--- src/rtl/prod_acc_pkg.sv ---
// prod_acc_pkg
//   Shared definitions for the product accumulator slice: the FSM state
//   encoding and the default sizing constants used by prod_accumulator and
//   acc_add.
//   Configuration macro: PROD_ACC_SAT_EN (saturating accumulation, see acc_add).
package prod_acc_pkg;

    // Default accumulator/result width and maximum products per packet.
    localparam int ACC_W_DEF     = 12;
    localparam int MAX_TERMS_DEF = 32;
    localparam int PROD_W        = 8;

    // Packet FSM states.
    //   IDLE  : waiting for the first beat of a packet
    //   ACCUM : packet open, summing further beats
    //   HOLD  : result presented, waiting for the consumer
    typedef enum logic [1:0] {
        IDLE  = 2'd0,
        ACCUM = 2'd1,
        HOLD  = 2'd2
    } acc_state_t;

endpackage : prod_acc_pkg

--- src/rtl/acc_add.sv ---
// acc_add
//   ACC_W-bit adder of the running accumulator and one 8-bit unsigned product,
//   with carry out of bit ACC_W-1.
//   Configuration macro: PROD_ACC_SAT_EN
//     defined   : sum clamps to all-ones when this add carries or the packet has
//                 already overflowed, so a clamped packet stays clamped.
//     undefined : sum wraps modulo 2^ACC_W.
//   The carry output is identical in both modes.
// Ports
//   acc    [ACC_W-1:0] in  : current accumulator value
//   prod   [7:0]       in  : product to add (zero-extended)
//   ovf_in             in  : packet has already overflowed
//   sum    [ACC_W-1:0] out : next accumulator value
//   carry              out : carry out of the ACC_W-bit add
module acc_add
    import prod_acc_pkg::*;
#(
    parameter int ACC_W = ACC_W_DEF
) (
    input  logic [ACC_W-1:0]  acc,
    input  logic [PROD_W-1:0] prod,
    input  logic              ovf_in,
    output logic [ACC_W-1:0]  sum,
    output logic              carry
);

    logic [ACC_W:0] full_sum;

    always_comb begin
        full_sum = {1'b0, acc} + {{(ACC_W + 1 - PROD_W){1'b0}}, prod};
        carry    = full_sum[ACC_W];
`ifdef PROD_ACC_SAT_EN
        sum      = (carry || ovf_in) ? {ACC_W{1'b1}} : full_sum[ACC_W-1:0];
`else
        sum      = full_sum[ACC_W-1:0];
`endif
    end

`ifndef PROD_ACC_SAT_EN
    // The sticky overflow only matters when clamping.
    logic unused_ovf_in;
    assign unused_ovf_in = ovf_in;
`endif

endmodule : acc_add

--- src/rtl/prod_accumulator.sv ---
// prod_accumulator
//   Sums a packet of 8-bit unsigned products into an ACC_W-bit result and
//   presents the sum, the term count and a sticky overflow flag.
//   A packet closes on the beat carrying in_last or on the MAX_TERMS-th beat,
//   whichever comes first; the result appears the following cycle.
//   Configuration macro: PROD_ACC_SAT_EN (saturate instead of wrap, in acc_add).
//
// Handshake: a transfer happens on a rising edge where valid && ready are
//   both high. The sender holds valid and its payload until that edge; the
//   receiver may raise or lower ready freely. Here in_ready is high in IDLE and
//   ACCUM only, and out_valid is high in HOLD only, so no input beat is taken in
//   the cycle where the result is handed off.
//
// Ports
//   clk                 in  : clock, rising edge
//   rst_n               in  : asynchronous active-low reset
//   in_valid/in_ready       : product input handshake
//   in_prod   [7:0]     in  : product (0..225)
//   in_last             in  : final term of the packet
//   out_valid/out_ready     : result output handshake
//   out_sum   [ACC_W-1:0] out : accumulated sum (0 when out_valid=0)
//   out_terms [CNT_W-1:0] out : products in the packet (0 when out_valid=0)
//   out_ovf             out : sum exceeded 2^ACC_W-1 (0 when out_valid=0)
module prod_accumulator
    import prod_acc_pkg::*;
#(
    parameter int ACC_W     = ACC_W_DEF,
    parameter int MAX_TERMS = MAX_TERMS_DEF,
    parameter int CNT_W     = 6
) (
    input  logic              clk,
    input  logic              rst_n,
    input  logic              in_valid,
    output logic              in_ready,
    input  logic [PROD_W-1:0] in_prod,
    input  logic              in_last,
    output logic              out_valid,
    input  logic              out_ready,
    output logic [ACC_W-1:0]  out_sum,
    output logic [CNT_W-1:0]  out_terms,
    output logic              out_ovf
);

    // FSM state; kept as a named register so checkers can bind to it.
    acc_state_t state_q;
    acc_state_t state_d;

    logic [ACC_W-1:0] acc_q;
    logic [CNT_W-1:0] count_q;
    logic             ovf_q;

    logic             accept;
    logic [CNT_W-1:0] count_after;
    logic             close_beat;
    logic [ACC_W-1:0] add_sum;
    logic             add_carry;

    acc_add #(
        .ACC_W (ACC_W)
    ) u_acc_add (
        .acc    (acc_q),
        .prod   (in_prod),
        .ovf_in (ovf_q),
        .sum    (add_sum),
        .carry  (add_carry)
    );

    assign accept = in_valid && in_ready;

    // Term count including the beat being offered: a first beat restarts at 1.
    assign count_after = (state_q == IDLE) ? CNT_W'(1) : (count_q + CNT_W'(1));
    assign close_beat  = in_last || (count_after == CNT_W'(MAX_TERMS));

    // State register.
    always_ff @(posedge clk or negedge rst_n) begin
        if (!rst_n) begin
            state_q <= IDLE;
        end else begin
            state_q <= state_d;
        end
    end

    // Next-state logic.
    always_comb begin
        state_d = state_q;
        case (state_q)
            IDLE, ACCUM: begin
                if (accept) begin
                    state_d = close_beat ? HOLD : ACCUM;
                end
            end
            HOLD: begin
                if (out_ready) begin
                    state_d = IDLE;
                end
            end
            default: state_d = IDLE;
        endcase
    end

    // Output logic; result fields are forced to zero outside HOLD.
    always_comb begin
        in_ready  = (state_q != HOLD);
        out_valid = (state_q == HOLD);
        out_sum   = '0;
        out_terms = '0;
        out_ovf   = 1'b0;
        if (state_q == HOLD) begin
            out_sum   = acc_q;
            out_terms = count_q;
            out_ovf   = ovf_q;
        end
    end

    // Datapath registers. They are only written on accepted beats, so the
    // result is frozen for as long as HOLD lasts.
    always_ff @(posedge clk or negedge rst_n) begin
        if (!rst_n) begin
            acc_q   <= '0;
            count_q <= '0;
            ovf_q   <= 1'b0;
        end else if (accept) begin
            if (state_q == IDLE) begin
                acc_q   <= {{(ACC_W - PROD_W){1'b0}}, in_prod};
                count_q <= CNT_W'(1);
                ovf_q   <= 1'b0;
            end else begin
                acc_q   <= add_sum;
                count_q <= count_after;
                ovf_q   <= ovf_q | add_carry;
            end
        end
    end

endmodule : prod_accumulator

--- config.mk ---
export PLATFORM = sky130hd
export DESIGN_NAME = prod_accumulator
export DESIGN_NICKNAME = d
export VERILOG_FILES = /design/src/rtl/prod_acc_pkg.sv /design/src/rtl/acc_add.sv /design/src/rtl/prod_accumulator.sv
export SDC_FILE = /design/constraint.sdc
export NUM_CORES = 1
export LEC_CHECK = 0
export BUFFER_PORTS_ARGS = -buffer_cell sky130_fd_sc_hd__buf_2
export CELL_PAD_IN_SITES_DETAIL_PLACEMENT = 1
export CELL_PAD_IN_SITES_GLOBAL_PLACEMENT = 1
export CORE_MARGIN = 4
export CORE_UTILIZATION = 30
export CTS_CLUSTER_DIAMETER = 200
export DETAILED_ROUTE_END_ITERATION = 10
export GPL_TIMING_DRIVEN = 0
export PLACE_DENSITY = 0.69
export SLEW_MARGIN = 20
export SYNTH_ARGS = -nofsm -noshare
export SYNTH_HDL_FRONTEND = slang
export SYNTH_SLANG_ARGS = --single-unit
--- constraint.sdc ---
create_clock -name clk -period 2.4 [get_ports clk]
set_input_delay 0.12 -clock clk [delete_from_list [all_inputs] [get_ports clk]]
set_output_delay 0.12 -clock clk [all_outputs]
set_load 0.005 [all_outputs]
==> results.json <==
{
  "required_ns": 2.60,
  "synthDistinctLibCells": 43,
  "die-area_um2": 6410,
  "p_per_area_nw_per_um2": 808,
  "final_cells": 295,
  "grt_first_pass_wirelength_mm": 7.48,
  "clk_pin_slew_ns": 0.08,
  "arrival_ns": 2.46,
  "route.detailed.drc": 0,
  "antenna_cells": 0,
  "yosysWarnings": 0,
  "ant_nets": 0,
  "post-synth-top-area-fraction_pct": 33.7,
  "nets": 252,
  "grt_overflow": 0,
  "post_drt_via_cell_ratio": 5.18,
  "yosys.area_share.simple_pct": 26.4,
  "outcome": "finished, final reports clean",
  "worstMarginPinSlew_ns": 0.597,
  "rr_endpoint": "acc_q[8]$_DFFE_PN0P_",
  "async_flop_share_pct": 100,
  "synthTopCellsByArea": "dfrtp_1 (34%), and2_1 (7.2%), ha_1 (7.2%), a21oi_1 (5.5%), o21ai_0 (5.1%)",
  "synth_edf_count": 0,
  "place_hpwl_mm": 3.41,
  "path_cells": "ha_2, inv_1, fa_1, nor2b_2, o2111ai_2, and3_4, or4_1, a21oi_1",
  "grt_util_all_layers_pct": 15.2,
  "synth_nets": 210,
  "final.fill_count": 617,
  "die_h_um": 80.1,
  "core_area_um2": 4880,
  "h-tree-depth": 1,
  "endpoint_kind": "flip-flop",
  "cp_max_fo": 4,
  "slew_headroom_pct": 60.2,
  "peakVddDrop_v": 0.000248,
  "hold_depth": 2,
  "firstDrtPassIters": 3,
  "slowest_delay_ns": 0.47,
  "clkLatencyLatePin_ns": 0.27,
  "grt_pass1_vias": 1525,
  "synth_top_flop_cell": "dfrtp_1",
  "dpl.cell_count": 287,
  "ys_seq_elements": 21,
  "start_kind": "flip-flop",
  "p_leak_nw": 0.880,
  "crit_slowest_cell": "or4_1",
  "syn-cell-area_um2": 1560,
  "min_from": "out_ready",
  "synth_xor_area_share_pct": 3.37,
  "avgSynthCellArea_um2": 8.34,
  "postLayoutCellArea_um2": 1900,
  "rr_worst_depth": 8,
  "ff2ff_setup_slack_ns": 0.14,
  "synth_seq_area_share_pct": 33.7,
  "grt_max_degree": 22,
  "clkSinkCount": 21,
  "vias": 1528,
  "area_growth_pct": 22.1,
  "drt-total-wl_mm": 4.47,
  "synth_top_family_by_area": "simple AND/OR/NAND/NOR gates",
  "skew_ns": 0.00137,
  "cts_tree": "yes",
  "setup_violations": 0,
  "drt_iter0_markers": 50,
  "rows": 25,
  "syn_inst": 187,
  "placed_area_um2": 1810,
  "synthAdderAreaFrac_pct": 8.51,
  "final-hold-violation-count": 0,
  "synth.most_common_cell": "dfrtp_1",
  "synthMuxAreaShare_pct": 1.28,
  "drv_slew": 0,
  "fin_crit_ns": 2.26,
  "min_period_over_period_pct": 94.2,
  "gp_congestion": 0.768,
  "io_pins": 34,
  "hold_end": "state_q[1]$_DFFE_PN0P_",
  "cts_root_buf": "clkbuf_8",
  "drv_cap": 0,
  "synth_common_cells": "dfrtp_1 (21), and2_1 (18), nand2_1 (18)",
  "hold_path.class": "primary input to flip-flop",
  "r2r_start": "acc_q[0]$_DFFE_PN0P_",
  "layout-drive-gt1-share_pct": 24.1,
  "routedWlPerCell_um": 15.1,
  "clock.fmax_mhz": 442,
  "start_util_pct": 31.9,
  "synth-compound-area-share_pct": 22.6,
  "portBuffers": 33,
  "cts_made_buffers": 3,
  "worstSetupPathType": "flip-flop to flip-flop",
  "clk_path_buf_depth": 2,
  "die_w_um": 80.1,
  "yosys.area.top_type": "dfrtp_1",
  "antenna_found_initial": 0
}
==> what timing repair did <==
action | CTS | global route
hold endpoints to repair | 21 | 0
endpoints found under the setup margin | 0 | 2
setup buffers | 0 | 3
gates resized for setup | 0 | 5
hold buffers | 1 | 0
==> critical path: cells and delay by family (launching register included) <==
| family | cells | cell delay [ns] |
|---|---|---|
| simple gates | 3 | 0.86 |
| fa+ha+maj | 2 | 0.57 |
| flops | 1 | 0.38 |
| compound gates | 2 | 0.33 |
| buf+inv | 1 | 0.05 |
==> sequential cells by signal (all words and copies together), names as in the netlist <==
register and cells:
acc_q 12, count_q 6, ovf_q 1, state_q 2
==> metal layers <==
metal / global-route usage [%] / share of wire (%) / up-vias / wire [um]
li1: - / - / 753 / -
met1: 19.8 / 48 / 744 / 2150
met2: 25.8 / 47 / 26 / 2110
met3: 2.24 / 3.4 / 5 / 150
met4: 4.56 / 1.2 / 0 / 54
met5: 0 / 0 / - / 0
==> power by group <==
| group | switching (mW) | internal, mW |
|---|---|---|
| Sequential | 0.0920 | 0.439 |
| Clock | 0.131 | 0.116 |
| Combinational | 0.424 | 0.335 |
==> kinds of logic after synthesis <==
family / after synthesis
buffers and inverters: 16
adders and majority gates: 10
AOI/OAI and AO/OA: 55
xor gates and xnor gates: 6
DFF: 21
muxes: 2
and+or+nand+nor: 77
==> metrics by stage <==
step	total power [mW]	hold slack (ns)	util, %	worst slack [ns]	TNS (ns)
detailed placement	1.27	0.126	37.1	0.0358	0
global placement	1.24	0.128	37.1	0.0932	0
floorplan	1.05	-0.176	-	0.327	0
CTS	1.53	0.0101	38.2	0.00522	0
global route	1.69	0.0163	39.0	-0.00328	-0.00328
finish	1.54	0.0221	39.0	0.139	0
==> layout by cell type (no fill, tap or decap), types with 4 or more instances in the layout <==
cell type  instances
or3_1              4
nand2_1           18
xnor2_1            6
and2_1            18
nand3_1            7
nor2_1             9
inv_1              9
buf_2             34
a21oi_1           17
ha_1               8
buf_4              4
clkbuf_1           4
dfrtp_1           21
o21ai_0           16
==> layout make-up <==
| class | count | area [um^2] | share of cell area, % |
|---|---|---|---|
| clock buffer | 3 | 41.3 | 2.17 |
| multi-input combinational | 150 | 985 | 51.7 |
| sequential | 21 | 526 | 27.6 |
| clock inverter | 1 | 5.00 | 0.263 |
| buffer | 6 | 27.5 | 1.45 |
| timing repair buffer | 37 | 198 | 10.4 |
| inverter | 10 | 37.5 | 1.97 |
| tap | 67 | 83.8 | 4.40 |
==> worst max path at each step <==
stage	slack [ns]	cells after the start	from	endpoint
final	0.14	8	acc_q[0]$_DFFE_PN0P_	acc_q[8]$_DFFE_PN0P_
after global routing	-0.003	8	acc_q[0]$_DFFE_PN0P_	acc_q[8]$_DFFE_PN0P_
after CTS	0.005	8	acc_q[0]$_DFFE_PN0P_	acc_q[8]$_DFFE_PN0P_
after detailed placement	0.04	8	acc_q[0]$_DFFE_PN0P_	acc_q[8]$_DFFE_PN0P_
after global placement	0.09	8	acc_q[0]$_DFFE_PN0P_	acc_q[8]$_DFFE_PN0P_
after floorplan	0.33	8	acc_q[0]$_DFFE_PN0P_	acc_q[8]$_DFFE_PN0P_
Power figures use the tool's default switching activity.
